==> src/rtl/l1_mau_pkg.sv <==
// Shared definitions for the L1 memory access unit: issue FSM encoding,
// completion-type codes and line/beat geometry helpers.
package l1_mau_pkg;

  typedef enum logic {
    ISS_IDLE = 1'b0,
    ISS_REQ  = 1'b1
  } iss_state_t;

  typedef enum logic {
    ACK_RD = 1'b0,
    ACK_WR = 1'b1
  } ack_type_t;

  // Number of bus beats needed to move one cache line.
  function automatic int unsigned beats_of(input int unsigned line_w,
                                           input int unsigned data_w);
    return line_w / data_w;
  endfunction

  // Index width that never collapses to zero bits.
  function automatic int unsigned idx_w(input int unsigned n);
    return (n > 1) ? $clog2(n) : 1;
  endfunction

endpackage

==> src/rtl/l1_mau_rr_arb.sv <==
// Round-robin arbiter: grants the first requester at or after the pointer,
// then moves the pointer to one past the winner.
module l1_mau_rr_arb #(
  parameter int unsigned NCH = 2,
  parameter int unsigned CW  = 1
) (
  input  logic           clk,
  input  logic           rst_n,
  input  logic [NCH-1:0] req,
  output logic [NCH-1:0] gnt,
  output logic [CW-1:0]  gnt_idx,
  output logic           gnt_val
);

  logic [CW-1:0] ptr;
  int unsigned   cand;

  // Priority search rotated by the pointer.
  always_comb begin
    gnt     = '0;
    gnt_idx = '0;
    gnt_val = 1'b0;
    cand    = 0;
    for (int unsigned i = 0; i < NCH; i++) begin
      cand = (32'(ptr) + i) % NCH;
      if (!gnt_val && req[cand]) begin
        gnt_val    = 1'b1;
        gnt_idx    = CW'(cand);
        gnt[cand]  = 1'b1;
      end
    end
  end

  // Pointer advances past the granted channel.
  always_ff @(posedge clk or negedge rst_n) begin
    if (!rst_n)       ptr <= '0;
    else if (gnt_val) ptr <= CW'((32'(gnt_idx) + 1) % NCH);
  end

endmodule

==> src/rtl/sync_fifo.sv <==
// Single-clock FIFO with occupancy counter; pushes when full and pops when
// empty are ignored.
module sync_fifo #(
  parameter int unsigned W  = 8,
  parameter int unsigned AW = 2
) (
  input  logic         clk,
  input  logic         rst_n,
  input  logic         push,
  input  logic [W-1:0] din,
  input  logic         pop,
  output logic [W-1:0] dout,
  output logic         empty,
  output logic         full
);

  localparam int unsigned DEPTH = 1 << AW;

  logic [W-1:0]  mem [DEPTH];
  logic [AW-1:0] wp;
  logic [AW-1:0] rp;
  logic [AW:0]   cnt;
  logic          do_push;
  logic          do_pop;

  assign empty   = (cnt == '0);
  assign full    = (cnt == (AW+1)'(DEPTH));
  assign do_push = push & ~full;
  assign do_pop  = pop & ~empty;
  assign dout    = mem[rp];

  // Storage array, written at the tail.
  always_ff @(posedge clk) begin
    if (do_push) mem[wp] <= din;
  end

  // Pointer and occupancy bookkeeping.
  always_ff @(posedge clk or negedge rst_n) begin
    if (!rst_n) begin
      wp  <= '0;
      rp  <= '0;
      cnt <= '0;
    end else begin
      if (do_push) wp <= wp + 1'b1;
      if (do_pop)  rp <= rp + 1'b1;
      case ({do_push, do_pop})
        2'b10:   cnt <= cnt + 1'b1;
        2'b01:   cnt <= cnt - 1'b1;
        default: cnt <= cnt;
      endcase
    end
  end

endmodule

==> src/rtl/l1_mau_mc.sv <==
// Multi-channel memory access unit: arbitrates channel requests, queues them,
// issues single beats or line bursts on a pipelined Wishbone bus, and returns
// assembled read lines with a per-channel completion pulse.
module l1_mau_mc
  import l1_mau_pkg::*;
#(
  parameter int unsigned NCH    = 2,
  parameter int unsigned ADDR_W = 32,
  parameter int unsigned DATA_W = 32,
  parameter int unsigned LINE_W = 256,
  parameter int unsigned HDR_AW = 2
) (
  input  logic                    wb_clk_i,
  input  logic                    wb_rst_i,
  input  logic [NCH-1:0]          ch_req_val,
  input  logic [NCH-1:0]          ch_req_we,
  input  logic [NCH-1:0]          ch_req_nc,
  input  logic [NCH*ADDR_W-1:0]   ch_req_addr,
  input  logic [NCH*DATA_W-1:0]   ch_req_wdata,
  input  logic [NCH*DATA_W/8-1:0] ch_req_be,
  output logic [NCH-1:0]          ch_req_ack,
  output logic [LINE_W-1:0]       ch_ack_data,
  output logic                    ch_ack_err,
  input  logic [DATA_W-1:0]       wb_dat_i,
  output logic [DATA_W-1:0]       wb_dat_o,
  output logic [ADDR_W-1:0]       wb_adr_o,
  output logic [DATA_W/8-1:0]     wb_sel_o,
  output logic                    wb_we_o,
  output logic                    wb_cyc_o,
  output logic                    wb_stb_o,
  input  logic                    wb_ack_i,
  input  logic                    wb_stall_i,
  input  logic                    wb_err_i,
  output logic                    wb_wr_err_o
);

  localparam int unsigned SB     = DATA_W / 8;
  localparam int unsigned BEATS  = beats_of(LINE_W, DATA_W);
  localparam int unsigned BW     = idx_w(BEATS);
  localparam int unsigned CW     = idx_w(NCH);
  localparam int unsigned LINE_B = LINE_W / 8;
  localparam int unsigned HW     = ADDR_W + SB + 2;
  localparam int unsigned AKW    = CW + 2;

  logic           hdr_full, hdr_empty, dat_full, dat_empty, ack_full, ack_empty;
  logic [NCH-1:0] req_ok, gnt, rd_pend, rd_ack_q;
  logic [CW-1:0]  gidx;
  logic           gval;

  logic              g_we, g_nc;
  logic [ADDR_W-1:0] g_addr;
  logic [SB-1:0]     g_be;
  logic [DATA_W-1:0] g_wdata;
  logic [HW-1:0]     hdr_din, hdr_dout;
  logic [AKW-1:0]    ack_din, ack_dout;
  logic [DATA_W-1:0] dat_dout;

  iss_state_t        state;
  logic [BW-1:0]     iss_cnt;
  logic              h_we, h_nc, h_single, iss_last, iss_go, hdr_pop, dat_pop;
  logic [SB-1:0]     h_be;
  logic [ADDR_W-1:0] h_addr, h_base;

  ack_type_t         a_type;
  logic              a_nc, beat_done, cmp_last, ack_pop;
  logic [CW-1:0]     a_own;
  logic [BW-1:0]     cmp_cnt;
  logic              err_acc, rd_err_q, wr_err_q;

  // Channel eligibility; held off during reset so no accept pulse escapes.
  always_comb begin
    req_ok = '0;
    for (int unsigned c = 0; c < NCH; c++) begin
      req_ok[c] = wb_rst_i & ch_req_val[c] & ~hdr_full & ~ack_full &
                  (~ch_req_we[c] | ~dat_full) & ~rd_pend[c];
    end
  end

  l1_mau_rr_arb #(.NCH(NCH), .CW(CW)) u_arb (
    .clk     (wb_clk_i),
    .rst_n   (wb_rst_i),
    .req     (req_ok),
    .gnt     (gnt),
    .gnt_idx (gidx),
    .gnt_val (gval)
  );

  // Fields of the granted channel.
  always_comb begin
    g_we    = ch_req_we[gidx];
    g_nc    = ch_req_nc[gidx];
    g_addr  = ch_req_addr[gidx*ADDR_W +: ADDR_W];
    g_be    = ch_req_be[gidx*SB +: SB];
    g_wdata = ch_req_wdata[gidx*DATA_W +: DATA_W];
  end

  // Line fills always select every byte lane.
  assign hdr_din = {g_we, g_nc, (g_we | g_nc) ? g_be : {SB{1'b1}}, g_addr};
  assign ack_din = {g_we ? ACK_WR : ACK_RD, g_nc, gidx};

  sync_fifo #(.W(HW), .AW(HDR_AW)) u_hdr_fifo (
    .clk(wb_clk_i), .rst_n(wb_rst_i), .push(gval), .din(hdr_din),
    .pop(hdr_pop), .dout(hdr_dout), .empty(hdr_empty), .full(hdr_full)
  );

  sync_fifo #(.W(DATA_W), .AW(HDR_AW)) u_dat_fifo (
    .clk(wb_clk_i), .rst_n(wb_rst_i), .push(gval & g_we), .din(g_wdata),
    .pop(dat_pop), .dout(dat_dout), .empty(dat_empty), .full(dat_full)
  );

  sync_fifo #(.W(AKW), .AW(HDR_AW)) u_ack_fifo (
    .clk(wb_clk_i), .rst_n(wb_rst_i), .push(gval), .din(ack_din),
    .pop(ack_pop), .dout(ack_dout), .empty(ack_empty), .full(ack_full)
  );

  // Issue side: decode header head and build the current beat.
  always_comb begin
    {h_we, h_nc, h_be, h_addr} = hdr_dout;
    h_single = h_we | h_nc;
    iss_last = h_single | (iss_cnt == BW'(BEATS - 1));
    iss_go   = (state == ISS_REQ) & ~wb_stall_i;
    hdr_pop  = iss_go & iss_last;
    dat_pop  = hdr_pop & h_we & ~dat_empty;
    h_base   = h_single ? h_addr : (h_addr & ~ADDR_W'(LINE_B - 1));
  end

  assign wb_stb_o = (state == ISS_REQ);
  assign wb_adr_o = wb_stb_o ? h_base + ADDR_W'(iss_cnt) * ADDR_W'(SB) : '0;
  assign wb_sel_o = wb_stb_o ? h_be : '0;
  assign wb_we_o  = wb_stb_o & h_we;
  assign wb_dat_o = (wb_stb_o & h_we) ? dat_dout : '0;
  assign wb_cyc_o = ~ack_empty;

  // Issue FSM: one header per visit to REQ, one IDLE cycle between headers.
  always_ff @(posedge wb_clk_i or negedge wb_rst_i) begin
    if (!wb_rst_i) begin
      state   <= ISS_IDLE;
      iss_cnt <= '0;
    end else begin
      case (state)
        ISS_IDLE: if (!hdr_empty) state <= ISS_REQ;
        ISS_REQ: begin
          if (iss_go) begin
            if (iss_last) begin
              iss_cnt <= '0;
              state   <= ISS_IDLE;
            end else begin
              iss_cnt <= iss_cnt + 1'b1;
            end
          end
        end
        default: state <= ISS_IDLE;
      endcase
    end
  end

  // Completion side: decode ack FIFO head.
  always_comb begin
    a_type    = ack_type_t'(ack_dout[CW+1]);
    a_nc      = ack_dout[CW];
    a_own     = ack_dout[CW-1:0];
    beat_done = (wb_ack_i | wb_err_i) & ~ack_empty;
    cmp_last  = (a_type == ACK_WR) | a_nc | (cmp_cnt == BW'(BEATS - 1));
    ack_pop   = beat_done & cmp_last;
  end

  // Beat assembly, error accumulation and registered completion pulses.
  always_ff @(posedge wb_clk_i or negedge wb_rst_i) begin
    if (!wb_rst_i) begin
      cmp_cnt     <= '0;
      err_acc     <= 1'b0;
      rd_ack_q    <= '0;
      rd_err_q    <= 1'b0;
      wr_err_q    <= 1'b0;
      ch_ack_data <= '0;
    end else begin
      rd_ack_q <= '0;
      rd_err_q <= 1'b0;
      wr_err_q <= 1'b0;
      if (beat_done) begin
        if (a_type == ACK_RD) ch_ack_data[cmp_cnt*DATA_W +: DATA_W] <= wb_dat_i;
        if (cmp_last) begin
          cmp_cnt <= '0;
          err_acc <= 1'b0;
          if (a_type == ACK_WR) begin
            wr_err_q <= wb_err_i;
          end else begin
            rd_ack_q <= NCH'(1) << a_own;
            rd_err_q <= err_acc | wb_err_i;
          end
        end else begin
          cmp_cnt <= cmp_cnt + 1'b1;
          err_acc <= err_acc | wb_err_i;
        end
      end
    end
  end

  // Read-pending flags: set on read accept, cleared after the completion pulse.
  always_ff @(posedge wb_clk_i or negedge wb_rst_i) begin
    if (!wb_rst_i) begin
      rd_pend <= '0;
    end else begin
      for (int unsigned c = 0; c < NCH; c++) begin
        if (gval && !g_we && gnt[c]) rd_pend[c] <= 1'b1;
        else if (rd_ack_q[c])        rd_pend[c] <= 1'b0;
      end
    end
  end

  // Writes are acknowledged in their accept cycle; reads one cycle after the
  // last beat completes.
  assign ch_req_ack  = rd_ack_q | ((gval & g_we) ? gnt : '0);
  assign ch_ack_err  = rd_err_q;
  assign wb_wr_err_o = wr_err_q;

endmodule

==> config.mk <==
export PLATFORM = sky130hd
export DESIGN_NAME = l1_mau_mc
export DESIGN_NICKNAME = d
export VERILOG_FILES = /design/src/rtl/l1_mau_pkg.sv /design/src/rtl/l1_mau_rr_arb.sv /design/src/rtl/sync_fifo.sv /design/src/rtl/l1_mau_mc.sv
export SDC_FILE = /design/constraint.sdc
export NUM_CORES = 1
export LEC_CHECK = 0
export ABC_AREA = 1
export CAP_MARGIN = 15
export CELL_PAD_IN_SITES_DETAIL_PLACEMENT = 0
export CELL_PAD_IN_SITES_GLOBAL_PLACEMENT = 1
export CORE_ASPECT_RATIO = 1.25
export CORE_MARGIN = 2
export CORE_UTILIZATION = 43
export DETAILED_ROUTE_END_ITERATION = 10
export GPL_TIMING_DRIVEN = 0
export PLACE_DENSITY_LB_ADDON = 0.15
export SLEW_MARGIN = 40
export SYNTH_ARGS = -nofsm -noshare
export SYNTH_HDL_FRONTEND = slang
export SYNTH_SLANG_ARGS = --single-unit
export TNS_END_PERCENT = 30
==> constraint.sdc <==
create_clock -name wb_clk_i -period 8.5 [get_ports wb_clk_i]
set_clock_uncertainty 0.2 [all_clocks]
set_input_delay 0.85 -clock wb_clk_i [delete_from_list [all_inputs] [get_ports wb_clk_i]]
set_output_delay 0.85 -clock wb_clk_i [all_outputs]
set_load 0.01 [all_outputs]
======== Word-level counts from Yosys, hierarchy flattened ========
Memory sizes are Yosys's and may differ from the RTL's.
Index checks and enable logic that the tools add are counted.
storage, ports and cells
  register bits after elaboration ......... 292
  bits in writable memories ............... 292
  input bits .............................. 179
  logic and storage cells ................. 184
  memories ................................ 3
memories
  name            words  width  rd ports  clocked after memory_dff  wr ports  line             RTL
  u_hdr_fifo.mem  4      38     1         0                         1         sync_fifo.sv:19  logic [W-1:0] mem [DEPTH];
  u_dat_fifo.mem  4      32     1         0                         1         sync_fifo.sv:19
  u_ack_fifo.mem  4      3      1         0                         1         sync_fifo.sv:19
operators by class
  $add $sub $neg .......................... 18
  magnitude comparators ................... 5
  equality and inequality tests ........... 11
  shifts and indexed selects .............. 6
  mux-type cells .......................... 55
  bitwise logic cells ..................... 48
  reduce and logical (&&, ||, !) cells .... 18
operators with widths
  kind                         count
  $bwmux W256                  1
  $shift A32 B34 Y256 const A  1
  $shiftx A32 B34 Y256         1
  $shiftx A64 B7 Y32           2
  $mux W32                     2
  $mux W1                      35
  $neg A8 Y34                  1
  $add A32 B5 Y32              1
  $and A1 B1 Y1                24
  $pmux W3 S2                  3
  $add A3 B1 Y3 const B        5
  $eq A3 B3 Y1 const B         5
  $not A1 Y1                   13
  $add A2 B1 Y2 const B        6
  $mux W2                      6
  $reduce_bool A2 Y1           5
  $logic_not A3 Y1             3
  $or A1 B1 Y1                 9
  $sub A3 B1 Y3 const B        3
  $mux W4                      2
  $shiftx A8 B4 Y4             1
  $eq A2 B1 Y1 const B         3
  $eq A2 B2 Y1 const B         3
  $logic_and A1 B1 Y1          6
  other kinds (11)             20

======== Logic depth before layout (Yosys ltp) ========
Gate-level depths: netlist (run 1).
  word-level depth ........................ 18
  depth in mapped cells ................... 23
  gate-level depth less buffers ........... 21

======== Hierarchy ========
Synthesis (run 1) repeated with hierarchy kept, for this count alone.
unflattened totals
  cells, all modules ...................... 2890
  area total of the unflattened synthesis .. 27061.0 sq um
modules (own cells, without submodules)
  module                  instances  cells an instance  area an instance (sq um)
  l1_mau_mc               1          1838               13556.8
  sync_fifo (u_hdr_fifo)  1          504                6895.4
  sync_fifo (u_dat_fifo)  1          435                5572.8
  sync_fifo (u_ack_fifo)  1          96                 949.7
  l1_mau_rr_arb           1          17                 86.3

======== Worst setup path before layout (run 1) ========
Ideal clock, no wire load.
  path type ............................... input to register
  start point ............................. input port wb_rst_i
  end point ............................... memory u_hdr_fifo.mem[0][0] (netlist name) (enable)
  arrival ................................. 3271 ps
  data required time ...................... 7867 ps
  path slack .............................. 4596 ps
  stages .................................. 6
  buffers on the path ..................... 1
  cell sequence ........................... and3b_1 -> nand3_1 -> o21ai_0 -> buf_2 -> clkinv_1 -> nor2_1
between the ends
  longest elaborated chain between the ends .. 14
  elaborated cells between the ends (all ways) .. 21
  those cells by class .................... 8 x mux; 11 x bitwise; 2 x reduce/logical
ends and longest elaborated chain
  item                                        line                 RTL
  start, declared                             l1_mau_mc.sv:14      input logic wb_rst_i,
  $and A1 B1 Y1 (4 in a row)                  l1_mau_mc.sv:74      req_ok[c] = wb_rst_i & ch_req_val[c] & ~hdr_full & ~ack_full &
  $and A1 B1 Y1                               l1_mau_mc.sv:75      (~ch_req_we[c] | ~dat_full) & ~rd_pend[c];
  $mux W1 (implied by the code) (2 in a row)  l1_mau_rr_arb.sv:26  if (!gnt_val && req[cand]) begin
  $mux W1                                     l1_mau_rr_arb.sv:26
  $logic_not A1 Y1                            l1_mau_rr_arb.sv:26
  $logic_and A1 B1 Y1                         l1_mau_rr_arb.sv:26
  $mux W1 *                                   l1_mau_rr_arb.sv:26
  $and A1 B1 Y1 *                             sync_fifo.sv:28      assign do_push = push & ~full;
  $mux W1 *                                   sync_fifo.sv:34      if (do_push) mem[wp] <= din;
  $mux W1 (implied by the code) *             sync_fifo.sv:34
  end, declared                               sync_fifo.sv:19
Mark *: on every way between the ends. The rest lies on a longest branch, timed or not. The select of a mux whose other input is x is not followed.

======== Final worst setup path (run 1) ========
  start point ............................. register u_hdr_fifo.rp[1]
  end point ............................... output port wb_adr_o[28]
between the ends
  longest elaborated chain between the ends .. 5
ends and longest elaborated chain
  item                    line              RTL
  start, declared         sync_fifo.sv:21   logic [AW-1:0] rp;
  start signal, assigned  sync_fifo.sv:45   if (do_pop) rp <= rp + 1'b1;
  $mem_v2 Z4 W38 *        n/a
  $or A1 B1 Y1            l1_mau_mc.sv:119  h_single = h_we | h_nc;
  $mux W5                 l1_mau_mc.sv:124  h_base = h_single ? h_addr : (h_addr & ~ADDR_W'(LINE_B - 1));
  $add A32 B5 Y32 *       l1_mau_mc.sv:128  assign wb_adr_o = wb_stb_o ? h_base + ADDR_W'(iss_cnt) * ADDR_W'(SB) : '0;
  $mux W32 *              l1_mau_mc.sv:128
  end, declared           l1_mau_mc.sv:26   output logic [ADDR_W-1:0] wb_adr_o,
Mark *: on every way between the ends. The rest lies on a longest branch, timed or not.

==> results of run 1 <==
## layout make-up
class	count	area, µm²	share of cell area
Antenna cell	4	10.0	0.000294
Buffer	138	636	0.0186
Clock buffer	82	1660	0.0488
Clock inverter	27	243	0.00712
Inverter	175	664	0.0195
Multi-Input combinational cell	1799	8300	0.243
Sequential cell	584	16100	0.471
Tap cell	765	957	0.0281
Timing Repair Buffer	530	5550	0.163
## flip-flops by register name, indices dropped and copies added, names as in the netlist
signal          cells
u_hdr_fifo.rp       2
ch_ack_err          1
u_dat_fifo.wp       2
wb_stb_o            1
wb_wr_err_o         1
u_ack_fifo.mem     12
rd_ack_q            2
u_hdr_fifo.wp       2
rd_pend             2
u_ack_fifo.cnt      3
u_dat_fifo.rp       2
u_ack_fifo.rp       2
u_hdr_fifo.cnt      3
u_ack_fifo.wp       2
u_dat_fifo.mem    128
iss_cnt             3
ch_ack_data       256
u_dat_fifo.cnt      3
u_arb.ptr           1
u_hdr_fifo.mem    152
cmp_cnt             3
err_acc             1
## worst register-to-register path, stage by stage, from the launching register on
cell and delay (ps):
sky130_fd_sc_hd__dfrtp_1 420, sky130_fd_sc_hd__nor3_1 360, sky130_fd_sc_hd__nand2_1 90, sky130_fd_sc_hd__nand3_1 110, sky130_fd_sc_hd__nor2_1 60, sky130_fd_sc_hd__nand2_1 90, sky130_fd_sc_hd__buf_2 360, sky130_fd_sc_hd__nand2_1 170
sky130_fd_sc_hd__nand3_2 270, sky130_fd_sc_hd__ha_1 210, sky130_fd_sc_hd__inv_1 70, sky130_fd_sc_hd__fa_1 380, sky130_fd_sc_hd__a21oi_1 150, sky130_fd_sc_hd__o21ai_0 110, sky130_fd_sc_hd__xor2_1 150
## power groups by stage
stage	registers (W)	clock network (W)	logic (W)
2_1_floorplan	0.00399	0	0.00246
3_3_place_gp	0.00390	0	0.00486
3_5_place_dp	0.00390	0	0.00501
4_1_cts	0.00386	0.00261	0.00503
5_1_grt	0.00391	0.00271	0.00546
6_report	0.00386	0.00257	0.00500
## worst min path at each step
stage / startpoint / endpoint / slack, ps / depth (start not counted)
final: ch_ack_data[252] / ch_ack_data[252] / 280 / 2
after global routing: ch_ack_data[113] / ch_ack_data[113] / 310 / 2
after CTS: ch_ack_data[182] / ch_ack_data[182] / 280 / 2
after detailed placement: ch_ack_data[108] / ch_ack_data[108] / 270 / 2
after global placement: rd_pend[0] / rd_pend[0] / 260 / 2
after floorplan: rd_ack_q[1] / rd_pend[1] / 220 / 1
## cells in the final DEF (no fill, tap or decap), types with 96 or more instances in the layout
cell,count
sky130_fd_sc_hd__inv_1,158
sky130_fd_sc_hd__dfrtp_1,292
sky130_fd_sc_hd__clkdlybuf4s50_1,508
sky130_fd_sc_hd__nor2_1,272
sky130_fd_sc_hd__nand2_1,833
sky130_fd_sc_hd__o21ai_0,249
sky130_fd_sc_hd__nand3_1,124
sky130_fd_sc_hd__edfxtp_1,292
sky130_fd_sc_hd__clkbuf_1,96
sky130_fd_sc_hd__a21oi_1,107
## per-layer routing
metal,share of wire,track usage,wire (µm),vias to the layer above
met1,0.39,0.340,34200,10200
met2,0.49,0.485,43300,732
met4,0.044,0.120,3900,0
met5,0,0,0,-
met3,0.073,0.0686,6410,175
li1,-,-,-,10100
## per-stage QoR
| step | utilization | worst slack, ps | area [µm²] | TNS, ps |
|---|---|---|---|---|
| after detailed placement | 0.544 | 3090 | 32200 | 0 |
| after global routing | 0.576 | 2110 | 34100 | 0 |
| final | 0.576 | 2460 | 34100 | 0 |
| after floorplan | - | 4600 | 25600 | 0 |
| after global placement | 0.535 | -8480 | 31700 | -5958590 |
| after CTS | 0.576 | 2410 | 34100 | 0 |
## kinds of logic (layout without fill, tap and decap cells)
logic type | after synthesis | in the layout | share of synthesized area
and+or+nand+nor | 1300 | 1300 | 0.206
DFF | 584 | 584 | 0.628
AOI/OAI and AO/OA | 453 | 453 | 0.0950
buffers and inverters | 313 | 952 | 0.0507
adders and majority gates | 28 | 28 | 0.0148
xor gates and xnor gates | 18 | 18 | 0.00615
other | 0 | 4 | 0
==> impl_metrics.yaml, run 1 <==
sta:
  final-setup-viol-count: 0
  rsz0062_at_grt: "false"
  max_slew.worst_pin.slew_ps: 777
  fin_crit_sh: 0.711
  slew_headroom: 0.482
  fmaxAchievable_mhz: 165
  finalWorstPathRequiredPeriod_ps: 6040
  max_slew_violation_total_from_the_final_report: 0
  fin_worst_hold_slack_ps: 279
  finalHoldViolations: 0
placement:
  gpl.final_weighted_congestion: 0.908
  dp.final_hpwl_um: 66900
  port_buffer_count: 509
  place_inst: 3990
setup_path:
  timing.critical_path.mode_cell: "sky130_fd_sc_hd__nand2_1"
  crit_end: "wb_adr_o[28]"
  critPathArrivalTime_ps: 4990
  cp-startpoint: "u_hdr_fifo.rp[1]"
  cp_num_buf_inv: 7
  setup.worst_path.class: "reg -> out"
  timing.critical_path.to_type: "output port"
  critical_path_peak_fanout: 10
  timing.reg2reg.setup_slack_ps: 5200
  cp-start-kind: "flip-flop"
  crit-reg2reg-capture: "u_dat_fifo.cnt[2]"
  max_stage_delay_ps: 550
  cell_depth_of_the_worst_flop_to_flop_path: 14
  critPathRequiredTime_ps: 7450
  critical_path.reg2reg.startpoint: "u_dat_fifo.cnt[0]"
  cp_top_family: "buffers and inverters"
  critical-path-slowest-cell: "sky130_fd_sc_hd__clkdlybuf4s50_1"
  timing.critical_path.cells: "buf_2 -> inv_2 -> buf_2 -> clkbuf_1 -> o21ai_0 -> o22ai_1 -> nand2_1 -> fa_1 -> inv_1 -> nand2_1 -> inv_1 -> nor2_1 -> nor2_2 -> nand4_1 -> nor2_2 -> nand2_1 -> nand2_1 -> nand2_1 -> nor2_1 -> clkdlybuf4s50_1"
  timing.critical_path.depth: 20
cts:
  tritoncts: "yes"
  worstSkewPairLatency_ps: 610
  cts-buffers-inserted: 58
  cts_post_setup_buffers_inserted: 0
  cts.hold.buffers_added: 1
  cts_root_buffer: "sky130_fd_sc_hd__clkbuf_16"
  clock_path_buffers: 3
  tritoncts_num_sinks: 584
  cts_repair_resize_count: 0
  htree_num_levels: 2
  clk_pin_slew_ps: 60
drt:
  wl_um: 87900
  viasPerCell: 5.17
  remaining_drc_errors: 0
  drtPass1Iterations: 7
  ant_nets: 0
  routed-via-count: 21200
  wl_per_cell_um: 21.4
  drt_iter0_markers: 1444
power_and_ir_drop:
  p_switching_w: 0.00448
  totalPowerFinal_w: 0.0114
  power.internal_w: 0.00694
  ir_worst_vdd_uv: 230
  combinational_share_of_power: 0.437
  power.share.switching: 0.392
  power.static_leakage_nw: 14.3
  clkPwrFrac: 0.225
  powerDensity_nw_per_um2: 335
  seqPwrFrac: 0.338
die:
  number_of_rows_created_at_floorplan: 100
  core_um2: 59200
  die_h_um: 277
  io-pin-count: 510
  design.die.area_um2: 61600
  start_util: 0.433
  die_w_um: 222
synthesis:
  synth.area.top_cells: "sky130_fd_sc_hd__edfxtp_1 34%, sky130_fd_sc_hd__dfrtp_1 29%, sky130_fd_sc_hd__nand2_1 12%, sky130_fd_sc_hd__o21ai_0 4.9%, sky130_fd_sc_hd__nor2_1 4.1%"
  post_synth.cell_area_avg_um2: 9.50
  synth_top_cells_by_count: "833 x sky130_fd_sc_hd__nand2_1, 292 x sky130_fd_sc_hd__dfrtp_1, 292 x sky130_fd_sc_hd__edfxtp_1, 280 x sky130_fd_sc_hd__nor2_1, 249 x sky130_fd_sc_hd__o21ai_0"
  synth_fp_nets: 2903
  synthDistinctLibCells: 39
  synth.yosys.seq_area_share: 0.628
  ys_async_sr_fraction: 0.500
  ys_ff_latch: 584
  post-synth-top-count-cell: "sky130_fd_sc_hd__nand2_1"
  synth-edff-count: 292
  post_synth_instance_area_um2: 25600
  yosys.area.top_type_share: 0.342
  postSynth.topFlopCell: "sky130_fd_sc_hd__edfxtp_1"
  syn-instance-count: 2696
  cell_taking_the_most_area_after_synthesis: "sky130_fd_sc_hd__edfxtp_1"
  ys_warn_count: 0
finish:
  finalNonFillerCells: 4104
  design.final.nets: 3493
  layout_cell_share_with_drive_strength_beyond_1: 0.0675
  layout.filler_cells: 5210
  area_growth_pct: 33.1
global_route:
  global_route.usage.total: 0.283
  largest_net_degree_at_the_start_of_global_routing: 75
  grt_pass1_vias: 21400
  gr-total-overflow: 0
  grt_first_pass_wirelength_um: 132000
  grt_antenna_before_repair: 2
min_path:
  min_path_type: "reg -> reg"
outcome:
  run_status: "complete, no violations"
job:
  max_cap_viol_count: 0
Note: power is estimated with default switching activity, not from simulation.
==> inputs of run 2 (changes only) <==
Settings changed: CORE_UTILIZATION 43 to 36.
Clock period 8.5 ns to 5.3 ns, I/O delays scaled along.
==> run 2 against run 1 <==
Effect of this change:
- flip-flop and latch count unchanged
- highest routed layer is now met5
- first-iteration DRC count is 4.8% lower
- critical path type unchanged
- non-clock buffer count down 1
- via count grew 0.43%
- critical path depth shrank 1
==> impl_metrics.yaml, run 2 (synthesis results as in run 1) <==
drt:
  drtPass1Iterations: 5
  ant_nets: 0
  wl_per_cell_um: 21.3
  routed-via-count: 21300
  viasPerCell: 4.99
  wl_um: 91200
  drt_iter0_markers: 1375
  remaining_drc_errors: 0
finish:
  design.final.nets: 3491
  largestRegisters: "ch_ack_data x256, u_hdr_fifo.mem x152, u_dat_fifo.mem x128"
  registers.top_by_ff_count: "ch_ack_data"
  mostFrequentLayoutCell: "sky130_fd_sc_hd__nand2_1"
  layout_cell_share_with_drive_strength_beyond_1: 0.0697
  final_util: 0.486
  antenna_cells_inserted: 0
  mostFrequentLayoutCells: "833 x sky130_fd_sc_hd__nand2_1, 508 x sky130_fd_sc_hd__clkdlybuf4s50_1, 292 x sky130_fd_sc_hd__dfrtp_1, 292 x sky130_fd_sc_hd__edfxtp_1, 271 x sky130_fd_sc_hd__nor2_1"
  area_growth_pct: 34.1
  largest_register_ff_count: 256
cts:
  tritoncts: "yes"
  worstSkewPairLatency_ps: 610
  clk_pin_slew_ps: 60
  cts-buffers-inserted: 57
  cts_root_buffer: "sky130_fd_sc_hd__clkbuf_16"
  tritoncts_num_sinks: 584
  htree_num_levels: 2
  clock_path_buffers: 3
setup_path:
  critPathRequiredTime_ps: 4570
  max_stage_delay_ps: 570
  timing.critical_path.mode_cell: "sky130_fd_sc_hd__nand2_1"
  timing.critical_path.cells: "buf_2 -> inv_2 -> buf_2 -> o21ai_0 -> o22ai_1 -> nand2_1 -> fa_1 -> inv_1 -> nand2_1 -> inv_1 -> nor2_1 -> inv_1 -> nand2_2 -> nor2_2 -> nand2_1 -> nand2_1 -> nand2_1 -> nor2_1 -> clkdlybuf4s50_1"
  critical-path-slowest-cell: "sky130_fd_sc_hd__clkdlybuf4s50_1"
  critPathArrivalTime_ps: 4340
  setup.worst_path.class: "reg -> out"
  cp-start-kind: "flip-flop"
  critical_path_peak_fanout: 19
  timing.critical_path.to_type: "output port"
sta:
  fin_worst_hold_slack_ps: 280
  finalHoldViolations: 0
  final-setup-viol-count: 0
  max_slew.worst_pin.slew_ps: 805
  rsz0062_at_grt: "true"
  setup_tns_after_final_layout_ps: 0
  fin_crit_sh: 0.957
  finalWorstPathRequiredPeriod_ps: 5070
  max_slew_violation_total_from_the_final_report: 0
  fmaxAchievable_mhz: 197
  worst_slack_ps: 230
  slew_headroom: 0.464
global_route:
  gr-total-overflow: 0
  grt_antenna_before_repair: 2
  global_route.usage.total: 0.242
  largest_net_degree_at_the_start_of_global_routing: 74
  grt_first_pass_wirelength_um: 134000
  grt_pass1_vias: 21100
job:
  max_cap_viol_count: 0
power_and_ir_drop:
  power.static_leakage_nw: 14.3
  powerDensity_nw_per_um2: 535
  ir_worst_vdd_uv: 289
  totalPowerFinal_w: 0.0184
die:
  start_util: 0.363
  number_of_rows_created_at_floorplan: 109
  io-pin-count: 510
  design.die.area_um2: 73300
  die_h_um: 302
  core_um2: 70600
  die_w_um: 243
placement:
  placement.setup.worst_slack_ps: 200
  dp.final_hpwl_um: 69600
  gpl.final_weighted_congestion: 0.905
  port_buffer_count: 509
outcome:
  run_status: "complete, no violations"
min_path:
  min_path_type: "in -> async"
==> run 2: cell type report <==
cell class              instances  area [µm²]
clock inverters                24         224
repair buffers                532        5570
multi-input cells            1799        8320
fillers                      6750       36300
flip-flops and latches        584       16100
plain buffers                 135         639
well taps                     943        1180
clock buffers                  81        1680
inverters                     175         664
==> run 2: critical path: cells and delay by family, from the launching register on <==
| family | cells | cell delay (ps) |
|---|---|---|
| flops | 1 | 350 |
| fa+ha+maj | 1 | 410 |
| compound gates | 2 | 380 |
| simple gates | 9 | 980 |
| buf+inv | 7 | 1640 |
==> run 2: final timing paths <==
path,to,slack (ps),depth (start not counted),startpoint
worst max-delay path,wb_adr_o[30],230,19,u_hdr_fifo.rp[1]
worst min-delay path,ch_ack_data[87],280,3,wb_rst_i
worst max register to register,u_dat_fifo.cnt[2],2070,14,u_dat_fifo.cnt[0]
worst min register to register,ch_ack_data[169],280,2,ch_ack_data[169]
max in group asynchronous,ch_ack_data[165],3690,5,wb_rst_i
min in group wb_clk_i,ch_ack_data[169],280,2,ch_ack_data[169]
==> run 2: repair_timing <==
action	CTS	global route
endpoints found under the hold margin	77	0
pin swaps	0	1
gates resized for setup	8	5
gates cloned	0	0
setup buffers	0	1
setup endpoints to repair	22	9
hold buffers	2	0
==> run 2: where the power goes <==
| group | total (W) | switching [W] | internal [W] |
|---|---|---|---|
| clock network | 0.00414 | 0.00174 | 0.00240 |
| logic | 0.00802 | 0.00500 | 0.00302 |
| registers | 0.00621 | 0.000449 | 0.00576 |
==> run 2: stage by stage <==
stage,instances,area (µm²)
final,4273,34400
after global routing,4273,34400
after global placement,4148,31900
after floorplan,2696,25600
after CTS,4272,34300
after detailed placement,4168,32400
==> run 2: metal layers <==
metal	up-vias	GRT usage	routed length (µm)
met3	144	0.0649	6820
met2	675	0.437	46600
met5	-	0	26
met4	4	0.0805	2920
li1	10100	-	-
met1	10400	0.280	34900
==> inputs of run 3 (changes only) <==
Settings changed: PLACE_DENSITY from default to 0.81, PLACE_DENSITY_LB_ADDON 0.15 to default.
==> run 3 against run 2 <==
Effect of this change:
- core utilization is 0.25 points higher
- register-to-register slack better by 20 ps
- worst hold slack lost 34 ps
- highest routed layer unchanged
- first-iteration DRC count increased by 0.44%
- flip-flop and latch count stayed put
- combinational power rose by 1%
- wire length rose by 0.49%
- critical path type is now in -> out
- worst setup slack lost 72 ps
==> impl_metrics.yaml, run 3 (synthesis results as in run 1) <==
outcome:
  run_status: "complete, no violations"
drt:
  drt_iter0_markers: 1381
  drtPass1Iterations: 5
  viasPerCell: 4.95
  ant_nets: 0
  routed-via-count: 21200
  wl_met1_um: 33200
  wl_per_cell_um: 21.4
  detailroute.wirelength.met3_um: 7670
  remaining_drc_errors: 0
  wl_um: 91600
  dr.max_layer_used: "met5"
  wl_met2_um: 46300
placement:
  port_buffer_count: 509
  placement.setup.worst_slack_ps: 381
  gpl.final_weighted_congestion: 0.899
  dp.final_hpwl_um: 68200
  placed_area_um2: 32500
  place_inst: 4170
min_path:
  whs_endpoint: "rd_pend[1]"
  min_path_type: "reg -> reg"
  hp-start: "rd_ack_q[1]"
  holdPathStages: 1
cts:
  tritoncts: "yes"
  clk_pin_slew_ps: 60
  cts-buffers-inserted: 58
  clock_path_buffers: 3
  cts_root_buffer: "sky130_fd_sc_hd__clkbuf_16"
  tritoncts_num_sinks: 584
  worstSkewPairLatency_ps: 610
  htree_num_levels: 2
  cts_post_setup_buffers_inserted: 0
setup_path:
  cp_num_buf_inv: 10
  timing.reg2reg.setup_slack_ps: 2090
  cp-start-kind: "input pin"
  critical_path_peak_fanout: 63
  critPathRequiredTime_ps: 4570
  timing.critical_path.to_type: "output port"
  setup.worst_path.class: "in -> out"
  cp_top_family: "buffers and inverters"
  timing.critical_path.mode_cell: "sky130_fd_sc_hd__buf_12"
  crit-reg2reg-capture: "u_dat_fifo.cnt[2]"
  critical_path.reg2reg.startpoint: "u_dat_fifo.cnt[0]"
  max_stage_delay_ps: 640
  critical-path-slowest-cell: "sky130_fd_sc_hd__clkdlybuf4s50_1"
  cp-startpoint: "wb_rst_i"
  timing.critical_path.depth: 15
  cell_depth_of_the_worst_flop_to_flop_path: 14
  timing.critical_path.cells: "dlygate4sd3_1 -> buf_8 -> buf_12 -> buf_12 -> buf_12 -> buf_16 -> buf_16 -> and3b_1 -> nand4_1 -> nand2_1 -> buf_2 -> buf_2 -> nand2_1 -> o21ai_0 -> clkdlybuf4s50_1"
  critPathArrivalTime_ps: 4410
finish:
  design_area_um2: 34500
  layout_cell_share_with_drive_strength_beyond_1: 0.0692
  largest_register_ff_count: 256
  design.final.nets: 3498
  registers.top_by_ff_count: "ch_ack_data"
  final_util: 0.489
  area_growth_pct: 34.8
  largestRegisters: "ch_ack_data x256, u_hdr_fifo.mem x152, u_dat_fifo.mem x128"
  mostFrequentLayoutCell: "sky130_fd_sc_hd__nand2_1"
  mostFrequentLayoutCells: "833 x sky130_fd_sc_hd__nand2_1, 505 x sky130_fd_sc_hd__clkdlybuf4s50_1, 292 x sky130_fd_sc_hd__dfrtp_1, 292 x sky130_fd_sc_hd__edfxtp_1, 272 x sky130_fd_sc_hd__nor2_1"
  finalNonFillerCells: 4282
power_and_ir_drop:
  powerDensity_nw_per_um2: 533
  ir_worst_vdd_uv: 347
  power.static_leakage_nw: 14.4
die:
  design.die.area_um2: 73300
  die_w_um: 243
  die_h_um: 302
  io-pin-count: 510
  start_util: 0.363
  core_um2: 70600
  number_of_rows_created_at_floorplan: 109
global_route:
  grt_antenna_before_repair: 11
  gr-total-overflow: 0
  grt_pass1_vias: 21000
  global_route.usage.total: 0.244
  grt_first_pass_wirelength_um: 134000
  largest_net_degree_at_the_start_of_global_routing: 75
sta:
  fin_crit_sh: 0.970
  slew_headroom: 0.443
  finalWorstPathRequiredPeriod_ps: 5140
  worst_slack_ps: 159
  final-setup-viol-count: 0
  max_slew.worst_pin.slew_ps: 836
  rsz0062_at_grt: "true"
  fmaxAchievable_mhz: 195
  fin_worst_hold_slack_ps: 246
  finalHoldViolations: 0
  max_slew_violation_total_from_the_final_report: 0
job:
  max_cap_viol_count: 0
-- run 3: cell types whose count changed in the layout (fill, tap and decap cells not counted), moves of 5 or more --
cell                       previous run  this run
sky130_fd_sc_hd__clkbuf_8            11         5
sky130_fd_sc_hd__clkbuf_4             7         1
sky130_fd_sc_hd__buf_8               11         6
sky130_fd_sc_hd__buf_12               0         5
sky130_fd_sc_hd__clkbuf_1            87        96
sky130_fd_sc_hd__buf_16              11        18
-- run 3: worst max path at each step --
stage                                  endpoint
after floorplan            u_hdr_fifo.mem[0][0]
after global placement    u_hdr_fifo.mem[0][15]
after detailed placement           wb_adr_o[12]
after CTS                          wb_adr_o[12]
after global routing               wb_adr_o[20]
final                             ch_req_ack[0]
-- run 3: where the power goes --
part	internal, W	switching (W)	total (W)
Clock	0.00231	0.00177	0.00408
Sequential	0.00576	0.000443	0.00620
Combinational	0.00305	0.00507	0.00812
Total	0.0111	0.00728	0.0184
-- run 3: cell type report --
class / instances / area [µm²]
diodes: 1 / 2.50
flip-flops and latches: 584 / 16100
clock buffers: 82 / 1610
well taps: 943 / 1180
repair buffers: 539 / 5800
fillers: 6644 / 36100
multi-input cells: 1799 / 8330
inverters: 175 / 664
plain buffers: 134 / 637
clock inverters: 25 / 241
-- run 3: layer usage --
layer	vias to the layer above	track usage
met4	20	0.109
met5	-	0
met1	10200	0.264
met2	717	0.436
met3	185	0.0793
li1	10100	-
-- run 3: repair_timing --
action | in CTS | in global routing
resized for setup | 5 | 11
endpoints found under the setup margin | 21 | 10
hold buffers | 8 | 0
endpoints found under the hold margin | 157 | 0
pin swaps | 0 | 3
-- run 3: per-stage QoR --
stage / setup TNS [ps] / power, W
after global routing: -23.4 / 0.0195
after detailed placement: 0 / 0.0144
final: 0 / 0.0184
after global placement: -8884680 / 0.0142
after CTS: 0 / 0.0185
after floorplan: 0 / 0.0103
-- run 3: worst reg2reg max path, delay by kind of cell (launching register included) --
family / cells / cell delay (ps)
DFF: 1 / 420
adders and majority gates: 2 / 580
buffers and inverters: 2 / 420
AOI/OAI and AO/OA: 2 / 260
xor gates and xnor gates: 1 / 150
and+or+nand+nor: 7 / 1070
